## src/rtl/serial_subtractor.sv

```systemverilog
// Bit-serial unsigned subtractor, LSB first, one bit per clock.
// Computes a + ~b + 1 through one full adder and a registered carry.

// One-bit full adder used as the serial arithmetic element.
module full_adder (
   input  logic A,
   input  logic B,
   input  logic C_in,
   output logic S,
   output logic C_out
);

   assign S     = A ^ B ^ C_in;
   assign C_out = (A & B) | (C_in & (A ^ B));

endmodule

module serial_subtractor #(
   parameter int WIDTH = 3
) (
   input  logic             clk,
   input  logic             rst,
   input  logic             start,
   input  logic [WIDTH-1:0] a,
   input  logic [WIDTH-1:0] b,
   output logic             busy,
   output logic             done,
   output logic [WIDTH-1:0] diff,
   output logic             borrow
);

   localparam int CW = $clog2(WIDTH);
   localparam logic [CW-1:0] LAST = CW'(WIDTH - 1);

   // Bit 0 is busy and bit 1 is done, so both outputs come straight off flops.
   localparam logic [1:0] IDLE  = 2'b00;
   localparam logic [1:0] SHIFT = 2'b01;
   localparam logic [1:0] DONE  = 2'b10;

   logic [1:0]       state_q, state_d;
   logic [WIDTH-1:0] a_sr_q, a_sr_d;
   logic [WIDTH-1:0] nb_sr_q, nb_sr_d;
   logic [WIDTH-1:0] res_sr_q, res_sr_d;
   logic [WIDTH-1:0] diff_q, diff_d;
   logic             carry_q, carry_d;
   logic             borrow_q, borrow_d;
   logic [CW-1:0]    cnt_q, cnt_d;

   logic fa_s;
   logic fa_c;

   full_adder u_fa (
      .A     (a_sr_q[0]),
      .B     (nb_sr_q[0]),
      .C_in  (carry_q),
      .S     (fa_s),
      .C_out (fa_c)
   );

   // Next-state: accept operands when idle/done, shift one bit per cycle.
   always_comb begin
      state_d  = state_q;
      a_sr_d   = a_sr_q;
      nb_sr_d  = nb_sr_q;
      res_sr_d = res_sr_q;
      diff_d   = diff_q;
      carry_d  = carry_q;
      borrow_d = borrow_q;
      cnt_d    = cnt_q;
      case (state_q)
         IDLE, DONE: begin
            state_d = IDLE;
            if (start) begin
               state_d = SHIFT;
               a_sr_d  = a;
               nb_sr_d = ~b;
               carry_d = 1'b1;
               cnt_d   = '0;
            end
         end
         SHIFT: begin
            a_sr_d   = a_sr_q >> 1;
            nb_sr_d  = nb_sr_q >> 1;
            res_sr_d = {fa_s, res_sr_q[WIDTH-1:1]};
            carry_d  = fa_c;
            cnt_d    = cnt_q + 1'b1;
            if (cnt_q == LAST) begin
               state_d  = DONE;
               diff_d   = {fa_s, res_sr_q[WIDTH-1:1]};
               borrow_d = ~fa_c;
            end
         end
         default: state_d = IDLE;
      endcase
   end

   // State and datapath registers with synchronous reset.
   always_ff @(posedge clk) begin
      if (rst) begin
         state_q  <= IDLE;
         a_sr_q   <= '0;
         nb_sr_q  <= '0;
         res_sr_q <= '0;
         diff_q   <= '0;
         carry_q  <= 1'b0;
         borrow_q <= 1'b0;
         cnt_q    <= '0;
      end else begin
         state_q  <= state_d;
         a_sr_q   <= a_sr_d;
         nb_sr_q  <= nb_sr_d;
         res_sr_q <= res_sr_d;
         diff_q   <= diff_d;
         carry_q  <= carry_d;
         borrow_q <= borrow_d;
         cnt_q    <= cnt_d;
      end
   end

   assign busy   = state_q[0];
   assign done   = state_q[1];
   assign diff   = diff_q;
   assign borrow = borrow_q;

endmodule

```

## config.mk

```make
export PLATFORM = sky130hd
export DESIGN_NAME = serial_subtractor
export DESIGN_NICKNAME = d
export VERILOG_FILES = /design/src/rtl/serial_subtractor.sv
export SDC_FILE = /design/constraint.sdc
export NUM_CORES = 1
export LEC_CHECK = 0
export ABC_AREA = 1
export BUFFER_PORTS_ARGS = -buffer_cell sky130_fd_sc_hd__buf_2
export CORE_ASPECT_RATIO = 0.9
export CORE_MARGIN = 10
export CORE_UTILIZATION = 25
export CTS_CLUSTER_SIZE = 16
export DETAILED_ROUTE_END_ITERATION = 16
export PLACE_DENSITY_LB_ADDON = 0.12
export REMOVE_ABC_BUFFERS = 1
export SLEW_MARGIN = 20
export SYNTH_ARGS = -nofsm -noshare
export SYNTH_HDL_FRONTEND = slang
export SYNTH_SLANG_ARGS = --single-unit
```

## constraint.sdc

```tcl
create_clock -name clk -period 1.55 [get_ports clk]
set_clock_uncertainty 0.05 [all_clocks]
set_input_delay 0.31 -clock clk [delete_from_list [all_inputs] [get_ports clk]]
set_output_delay 0.31 -clock clk [all_outputs]
set_load 0.02 [all_outputs]
```

# Yosys cells after proc, flatten, opt, wreduce, memory -nomap -nowiden
# Index checks and enable logic that the tools add are counted.
dict set report op_classes {
  n_mux 11
  add_sub_neg 1
  bitwise_logic 7
  eq_ne 5
  reduce_logical 5
}
# cell count
set op_table {}
lappend op_table {{case mux 3 bit (2 select lines)} 2}
lappend op_table {{case mux 2 bit (2 select lines)} 2}
lappend op_table {{two-way mux 3 bit} 2}
lappend op_table {{== test 2 bit (second input constant)} 2}
lappend op_table {{two-way mux 2 bit} 2}
lappend op_table {{!= test 2 bit (second input constant)} 2}
lappend op_table {{AND reduction 2 bit} 2}
lappend op_table {{inverter 3 bit} 1}
lappend op_table {{adder 2 x 1 -> 2 bit (second input constant)} 1}
lappend op_table {{bitwise AND 1 bit} 2}
lappend op_table {{== test 2 x 1 -> 1 bit (second input constant)} 1}
lappend op_table {{zero test 2 bit} 1}
lappend op_table {{two-way mux 1 bit} 2}
lappend op_table {{case mux 1 bit (2 select lines)} 1}
lappend op_table {{nonzero test 2 bit} 1}
lappend op_table {{OR reduction 2 bit} 1}
lappend op_table {{XOR 1 bit} 2}
lappend op_table {{inverter 1 bit} 1}
lappend op_table {{OR 1 bit} 1}
dict set report totals {
  out_inout_bits 6
  regBits 18
  word_cells 37
  in_bits 9
}

# Longest topological paths before layout
# Gate-level depths: netlist of the first run.
dict set report logic_depth {
  depth_word 4
  ltp_mapped 7
  depth_no_buf 7
}

# Modules after synthesis
# A second synthesis of the first run with hierarchy kept.
dict set report unflattened {
  cells_unflattened 104
  hier_area_um2 802.0
}
# module cells_each area_per_inst_um2 seq_area_each_um2 n_inst
set modules_own_cells {}
lappend modules_own_cells {serial_subtractor 103 782.0 340.3 1}
lappend modules_own_cells {full_adder 1 20.0 0.0 1}

# Worst setup path after synthesis of the first run
# Ideal clock, no wire load.
dict set report synth_timing {
  kind {register to register}
  start {register carry_q}
  end {register diff_q[2], in the netlist diff[2]}
  stages_incl_launch_ff 6
  arrival_time_ns 1.025
  setup_time_ns 0.110
  t_required_ns 1.390
  slack_ns 0.365
  period_less_slack_ns 1.185
  path_cell_list {dfxtp_1 > inv_1 > fa_1 > nand2_1 > nand2_1 > nor2_1}
}
dict set report synth_between {
  elab_chain_len 1
}
# item line_no
set synth_lines {}
lappend synth_lines {{start, declared} 45} ;# logic carry_q, carry_d;
lappend synth_lines {{start signal, assigned} 114} ;# carry_q <= carry_d;
lappend synth_lines {{XOR 1 bit} 13} ;# assign S = A ^ B ^ C_in;
lappend synth_lines {{end signal, assigned} 113} ;# diff_q <= diff_d;
lappend synth_lines {{end, declared} 44} ;# logic [WIDTH-1:0] diff_q, diff_d;
# Every way passes these cells.
# A chain may end at the register's enable or synchronous reset.

# Worst setup path after layout of the first run
dict set report layout_timing {
  start {register state_q[0]}
  end {output port busy}
}
# item line_no
set layout_lines {}
lappend layout_lines {{start, declared} 40} ;# logic [1:0] state_q, state_d;
lappend layout_lines {{start signal, assigned} 109} ;# state_q <= state_d;
lappend layout_lines {{end, declared} 26} ;# output logic busy,
# No word-level cell between the ends.

==> impl_metrics.ini, run 1 <==
[cells_and_area]
drive_above_1_share_pct = 18.11
nets = 139
n_antenna_cell = 0
syn_to_final_growth_pct = 17.29

[pwr]
clock_power_share_pct = 28.0
pwr-share-comb_pct = 16.5
peakVddDrop_v = 0.0003055
p_sw_share_pct = 29.07
internal-power_mw = 0.6153
power_per_cell_area_nw_per_um2 = 954.9
p_seq_share_pct = 55.5
leakagePower_nw = 0.4743
p_sw_mw = 0.2521

[setup_path]
path_depth = 1
reg2reg_slack_ps = 270
start_kind = flip-flop
worstSetupEndpointType = output port
crit_slowest_cell = dfxtp_1
reg2reg_depth = 5
critPathArrivalTime_ps = 970
cpLargestDelayFamily = flip-flops
path_class = reg -> out
cp_num_buf_inv = 1
required_ps = 1190
critPathMaxFanout = 7
crit_chain = buf_2
slowest_delay_ps = 460

[timing]
slew_violations = 0
max_freq_mhz = 751.7
setup_violations = 0
finalWorstPathRequiredPeriod_ps = 1330
hold_viol_final = 0
rsz0062_at_grt = false
tns_ps = 0
fin_hold_ws_ps = 180.3
setup_ws_ps = 219.7
worstMarginPinSlew_ps = 393.3
timing.final.crit_share_pct = 85.83
relSlewSlack_pct = 73.75

[clock_network]
cts_tree = done
clock_latency_ps = 290
cts_sinks = 17
cts_resized = 0
postCtsSetupBuffers = 0
max-clock-path-buffers = 2
root_buffer = clkbuf_4
path_clk_slew_ps = 100
ctsHoldBuffers = 0
cts_buffers = 3
htreeDepth = 1

[route]
first_pass_iters = 4
via_per_inst = 4.047
wl_per_cell_um = 9.976
ant_nets = 0
vias = 684
drt_iter0_drc = 20
wl_um = 1686
route.detailed.drc = 0

[placed_design]
dp_hpwl_um = 1288
gp_congestion = 0.7199
numPortBuffers = 14
dp_slack_ps = 291.3

[yosys]
synth-warning-count = 0
synth_seq_area_share_pct = 43.94
ys_ff_latch = 17
synthCells = 111
synthDistinctLibCells = 14
synth_area_um2 = 774.5
syn_area_per_cell_um2 = 6.977

[floorplanning]
start_util_pct = 25.65
ios = 15
die_w_um = 78.67
rows = 19
die_h_um = 72.81
die-area_um2 = 5728
core_um2 = 3019

[global_routing]
grt_overflow_total = 0
gr-usage-met2_pct = 9.854
grt_use_total_pct = 6.242
grt_util_met3_pct = 1.232
top_usage_layer = met2
grt_pass1_wl_um = 2856
antenna_found_initial = 0
use_met1_pct = 7.535
grt_pass1_vias = 616
grt_start_max_net_pins = 15

[worst_hold_path]
min_path_type = in -> reg
hold_depth = 2

[run]
cap_violations = 0

[outcome]
status = finished, final reports clean
metal layers:
layer	part of all wire (%)	vias to the layer above	wire, um
met5	0	-	0
met4	1.8	0	31
met3	3.0	2	51
met2	48	9	817
met1	47	309	786
li1	-	364	-
logic make-up after synthesis:
kind of cell,Yosys count,share of synthesized area (%)
AND/OR/NAND/NOR,50,28.27
buffers and inverters,29,15.18
flip-flops,17,43.94
AO/OA/AOI/OAI,13,8.400
adder cells (fa/ha/maj),2,4.200
power by group through the flow:
stage                     clock network (mW)  registers (mW)  logic [mW]
after floorplan                            0           0.493       0.100
after global placement                     0           0.491       0.144
after detailed placement                   0           0.492       0.145
after CTS                              0.251           0.482       0.146
after global routing                   0.272           0.486       0.170
final                                  0.243           0.482       0.143
flip-flops by register name, indices dropped and copies added, names as in the netlist:
signal / flops
a_sr_q: 3
borrow: 1
carry_q: 1
cnt_q: 2
diff: 3
nb_sr_q: 3
res_sr_q: 2
state_q: 2
worst paths after layout:
check                           endpoint        from
worst max-delay path                busy  state_q[0]
worst min-delay path            cnt_q[1]         rst
worst max register to register   diff[2]     carry_q
worst min register to register  cnt_q[0]    cnt_q[0]
cells in the mapped netlist (all sizes together):
master	count	area, um2
o21ai	6	30.03
ha	1	12.51
fa	1	20.02
inv	27	101.3
dfxtp	17	340.3
buf	2	16.26
nand2	22	90.09
a21oi	7	35.03
nor2	15	63.81
nand3	13	65.06
metrics by stage:
step | cell area (um2) | cells | power, mW | utilization (%)
6_report | 908.4 | 169 | 0.8674 | 30.09
5_1_grt | 908.4 | 169 | 0.9279 | 30.09
4_1_cts | 908.4 | 169 | 0.8788 | 30.09
3_5_place_dp | 880.8 | 165 | 0.6371 | 29.18
3_3_place_gp | 880.8 | 165 | 0.6356 | 29.18
2_1_floorplan | 758.2 | 109 | 0.5937 | -
layout make-up:
class | instances | area (um2)
clock buffers | 3 | 22.52
clock inverters | 1 | 5.005
fillers | 355 | 2111
inverters | 27 | 101.3
multi-input cells | 65 | 316.6
flip-flops and latches | 17 | 340.3
well taps | 42 | 52.55
repair buffers | 14 | 70.07
cell usage in the layout, fill, tap and decap left out, types with 3 or more instances in the layout:
cell and instances:
dfxtp_1 17, nand2_1 19, inv_1 26, nand3_1 13, buf_2 14, clkbuf_4 3
a21oi_1 7, o21ai_0 6, nand2_2 3, nor2_1 14
Note: power is estimated with default switching activity, not from simulation.
==> run 2: changes to the inputs <==
--- a/config.mk
+++ b/config.mk
@@ -7,6 +7,8 @@
 export LEC_CHECK = 0
 export ABC_AREA = 1
 export BUFFER_PORTS_ARGS = -buffer_cell sky130_fd_sc_hd__buf_2
+export CELL_PAD_IN_SITES_DETAIL_PLACEMENT = 1
+export CELL_PAD_IN_SITES_GLOBAL_PLACEMENT = 1
 export CORE_ASPECT_RATIO = 0.9
 export CORE_MARGIN = 10
 export CORE_UTILIZATION = 25
==> impl_metrics.ini, run 2 (synthesis gave the netlist of run 1 again) <==
[timing]
hold_viol_final = 0
relSlewSlack_pct = 74.81
tns_ps = 0
fin_hold_ws_ps = 179.1
setup_violations = 0
worstMarginPinSlew_ps = 377.4
max_freq_mhz = 743.1
finalWorstPathRequiredPeriod_ps = 1346
slew_violations = 0
rsz0062_at_grt = false
timing.final.crit_share_pct = 86.83

[global_routing]
grt_pass1_wl_um = 3146
grt_start_max_net_pins = 15
antenna_found_initial = 0
grt_overflow_total = 0
grt_use_total_pct = 6.951
grt_pass1_vias = 689

[setup_path]
worstReg2RegEnd = diff[2]
path_depth = 1
cp_num_buf_inv = 1
reg2reg_depth = 5
crit_slowest_cell = dfxtp_1
path_class = reg -> out
crit_chain = buf_2
cpLargestDelayFamily = flip-flops
required_ps = 1190
worstSetupEndpointType = output port
start_kind = flip-flop
slowest_delay_ps = 470
worstReg2RegStart = carry_q
crit_end = busy
critPathMaxFanout = 7
critPathArrivalTime_ps = 990
reg2reg_slack_ps = 290
critPathLaunch = state_q[0]

[route]
drt_iter0_drc = 18
first_pass_iters = 2
route.detailed.drc = 0
ant_nets = 0
wl_um = 1835
via_per_inst = 4.035
vias = 686
wl_per_cell_um = 10.79

[pwr]
peakVddDrop_v = 0.0002952
power_per_cell_area_nw_per_um2 = 960.3
p_sw_share_pct = 29.76
p_seq_share_pct = 54.8
pwr-share-comb_pct = 16.8
leakagePower_nw = 0.4788
p_sw_mw = 0.2617
p_total_mw = 0.8795
internal-power_mw = 0.6178
clock_power_share_pct = 28.4

[placed_design]
dp_hpwl_um = 1422
numPortBuffers = 14
gp_congestion = 0.6986

[floorplanning]
ios = 15
start_util_pct = 25.65
die_h_um = 72.81
die_w_um = 78.67
core_um2 = 3019
rows = 19
die-area_um2 = 5728

[clock_network]
path_clk_slew_ps = 100
clock_latency_ps = 300
max-clock-path-buffers = 2
postCtsSetupBuffers = 0
ctsHoldBuffers = 0
cts_resized = 0
cts_buffers = 3
root_buffer = clkbuf_4
cts_sinks = 17
cts_tree = done
htreeDepth = 1

[cells_and_area]
syn_to_final_growth_pct = 18.26
most-common-layout-cells = inv_1 (26), nand2_1 (19), dfxtp_1 (17), nor2_1 (14), buf_2 (14)
final_common_cell = inv_1
nets = 140
n_antenna_cell = 0
drive_above_1_share_pct = 18.75

[run]
cap_violations = 0

[outcome]
status = finished, final reports clean

[worst_hold_path]
min_path_type = in -> reg
run 2: how the worst min path moves through the flow:
stage	start	to	slack, ps	cells past startpoint
floorplan	rst	a_sr_q[2]	330	1
global route	rst	cnt_q[1]	180	2
finish	rst	cnt_q[1]	180	2
CTS	rst	cnt_q[1]	180	2
global placement	cnt_q[0]	cnt_q[0]	410	1
detailed placement	cnt_q[0]	cnt_q[0]	400	1
run 2: routing by layer:
layer | routed length (um) | GRT usage [%]
met4 | 40 | 4.175
met2 | 823 | 10.77
met5 | 0 | 0
met3 | 87 | 2.340
met1 | 883 | 8.163
run 2: power groups by stage:
stage / combinational (mW) / sequential [mW] / clock (mW)
detailed placement: 0.151 / 0.493 / 0
finish: 0.148 / 0.482 / 0.250
CTS: 0.151 / 0.483 / 0.262
global route: 0.175 / 0.486 / 0.276
floorplan: 0.100 / 0.493 / 0
global placement: 0.149 / 0.491 / 0
run 2: cell type report:
type	count	area, um2
multi-input combinational	65	316.6
tap	42	52.55
sequential	17	340.3
clock buffer	3	22.52
fill	398	2103
inverter	27	101.3
timing repair buffer	15	77.57
clock inverter	1	5.005
run 2: per-stage QoR:
stage | instance area [um2] | utilization [%] | std cells | worst slack [ps]
after floorplan | 758.2 | - | 109 | 362.0
after global placement | 888.4 | 29.42 | 166 | 328.7
after detailed placement | 888.4 | 29.42 | 166 | 295.8
after CTS | 915.9 | 30.34 | 170 | 188.8
after global routing | 915.9 | 30.34 | 170 | 141.1
final | 915.9 | 30.34 | 170 | 204.2
==> run 3: changes to the inputs <==
--- a/config.mk
+++ b/config.mk
@@ -12,10 +12,12 @@
 export CORE_ASPECT_RATIO = 0.9
 export CORE_MARGIN = 10
 export CORE_UTILIZATION = 25
+export CTS_BUF_LIST = sky130_fd_sc_hd__clkbuf_8
 export CTS_CLUSTER_SIZE = 16
 export DETAILED_ROUTE_END_ITERATION = 16
 export PLACE_DENSITY_LB_ADDON = 0.12
 export REMOVE_ABC_BUFFERS = 1
+export SKIP_LAST_GASP = 1
 export SLEW_MARGIN = 20
 export SYNTH_ARGS = -nofsm -noshare
 export SYNTH_HDL_FRONTEND = slang
==> impl_metrics.ini, run 3 (synthesis gave the netlist of run 1 again) <==
[timing]
rsz0062_at_grt = false
hold_viol_final = 0
max_freq_mhz = 774.9
relSlewSlack_pct = 74.82
slew_violations = 0
setup_violations = 0
setup_ws_ps = 259.6
timing.final.crit_share_pct = 83.25
worstMarginPinSlew_ps = 377.3
tns_ps = 0
finalWorstPathRequiredPeriod_ps = 1290

[floorplanning]
die_h_um = 72.81
rows = 19
ios = 15
die_w_um = 78.67
start_util_pct = 25.65
die-area_um2 = 5728
core_um2 = 3019

[setup_path]
worstSetupEndpointType = output port
critPathMaxFanout = 7
crit_chain = buf_2
critPathArrivalTime_ps = 930
slowest_delay_ps = 460
path_class = reg -> out
crit_slowest_cell = dfxtp_1
cp_num_buf_inv = 1
required_ps = 1190
cpLargestDelayFamily = flip-flops
start_kind = flip-flop

[placed_design]
numPortBuffers = 14
dp_hpwl_um = 1422
gp_congestion = 0.6986
dp_slack_ps = 295.8

[cells_and_area]
final_common_cell = inv_1
drive_above_1_share_pct = 18.75
nets = 140
n_antenna_cell = 0
n_fill_cell = 392
syn_to_final_growth_pct = 20.68
most-common-layout-cells = inv_1 (26), nand2_1 (19), dfxtp_1 (17), nor2_1 (14), buf_2 (14)
final_util_pct = 30.96

[clock_network]
postCtsSetupBuffers = 0
cts_sinks = 17
ctsHoldBuffers = 0
root_buffer = clkbuf_8
cts_resized = 0
max-clock-path-buffers = 2
cts_tree = done
htreeDepth = 1
clock_latency_ps = 250
path_clk_slew_ps = 70
cts_buffers = 3

[global_routing]
grt_pass1_vias = 695
grt_overflow_total = 0
grt_pass1_wl_um = 3167
grt_start_max_net_pins = 15
antenna_found_initial = 0
grt_use_total_pct = 6.951

[worst_hold_path]
min_path_type = in -> reg

[route]
wl_per_cell_um = 10.92
first_pass_iters = 2
via_per_inst = 3.988
route.detailed.drc = 0
wl_um = 1856
ant_nets = 0
vias = 678
drt_iter0_drc = 18

[pwr]
peakVddDrop_v = 0.0002723
leakagePower_nw = 0.4865
power_per_cell_area_nw_per_um2 = 1038
p_total_mw = 0.9698

[run]
cap_violations = 0

[outcome]
status = finished, final reports clean
-- run 3: worst paths after layout --
check        startpoint  endpoint  slack (ps)  cells after the start
max          state_q[0]      busy         260                      1
min reg2reg    cnt_q[0]  cnt_q[0]         400                      1
min                 rst  cnt_q[1]         230                      2
max reg2reg     carry_q   diff[2]         300                      5
-- run 3: per-stage QoR --
step                instance area [um2]  hold slack (ps)  cells
CTS                               934.6            233.1    170
global route                      934.6            230.7    170
detailed placement                888.4            396.9    166
floorplan                         758.2            329.1    109
global placement                  888.4            405.9    166
finish                            934.6            231.7    170
-- run 3: report_power, final --
group / leakage, nW / internal, mW / switching (mW)
logic: 0.322 / 0.0551 / 0.0930
registers: 0.139 / 0.467 / 0.0157
clock network: 0.0255 / 0.178 / 0.161
-- run 3: area by class of cell --
class	instances	area [um2]	share of cell area, %
flip-flops and latches	17	340.3	36.41
multi-input cells	65	316.6	33.87
inverters	27	101.3	10.84
repair buffers	15	77.57	8.300
well taps	42	52.55	5.622
clock buffers	3	41.29	4.418
clock inverters	1	5.005	0.5355
-- run 3: routing by layer --
| layer | wire length, um | up-vias | global-route usage, % |
|---|---|---|---|
| li1 | - | 365 | - |
| met3 | 76 | 0 | 2.709 |
| met1 | 916 | 307 | 8.304 |
| met5 | 0 | - | 0 |
| met4 | 0 | 0 | 2.982 |
| met2 | 862 | 6 | 10.86 |
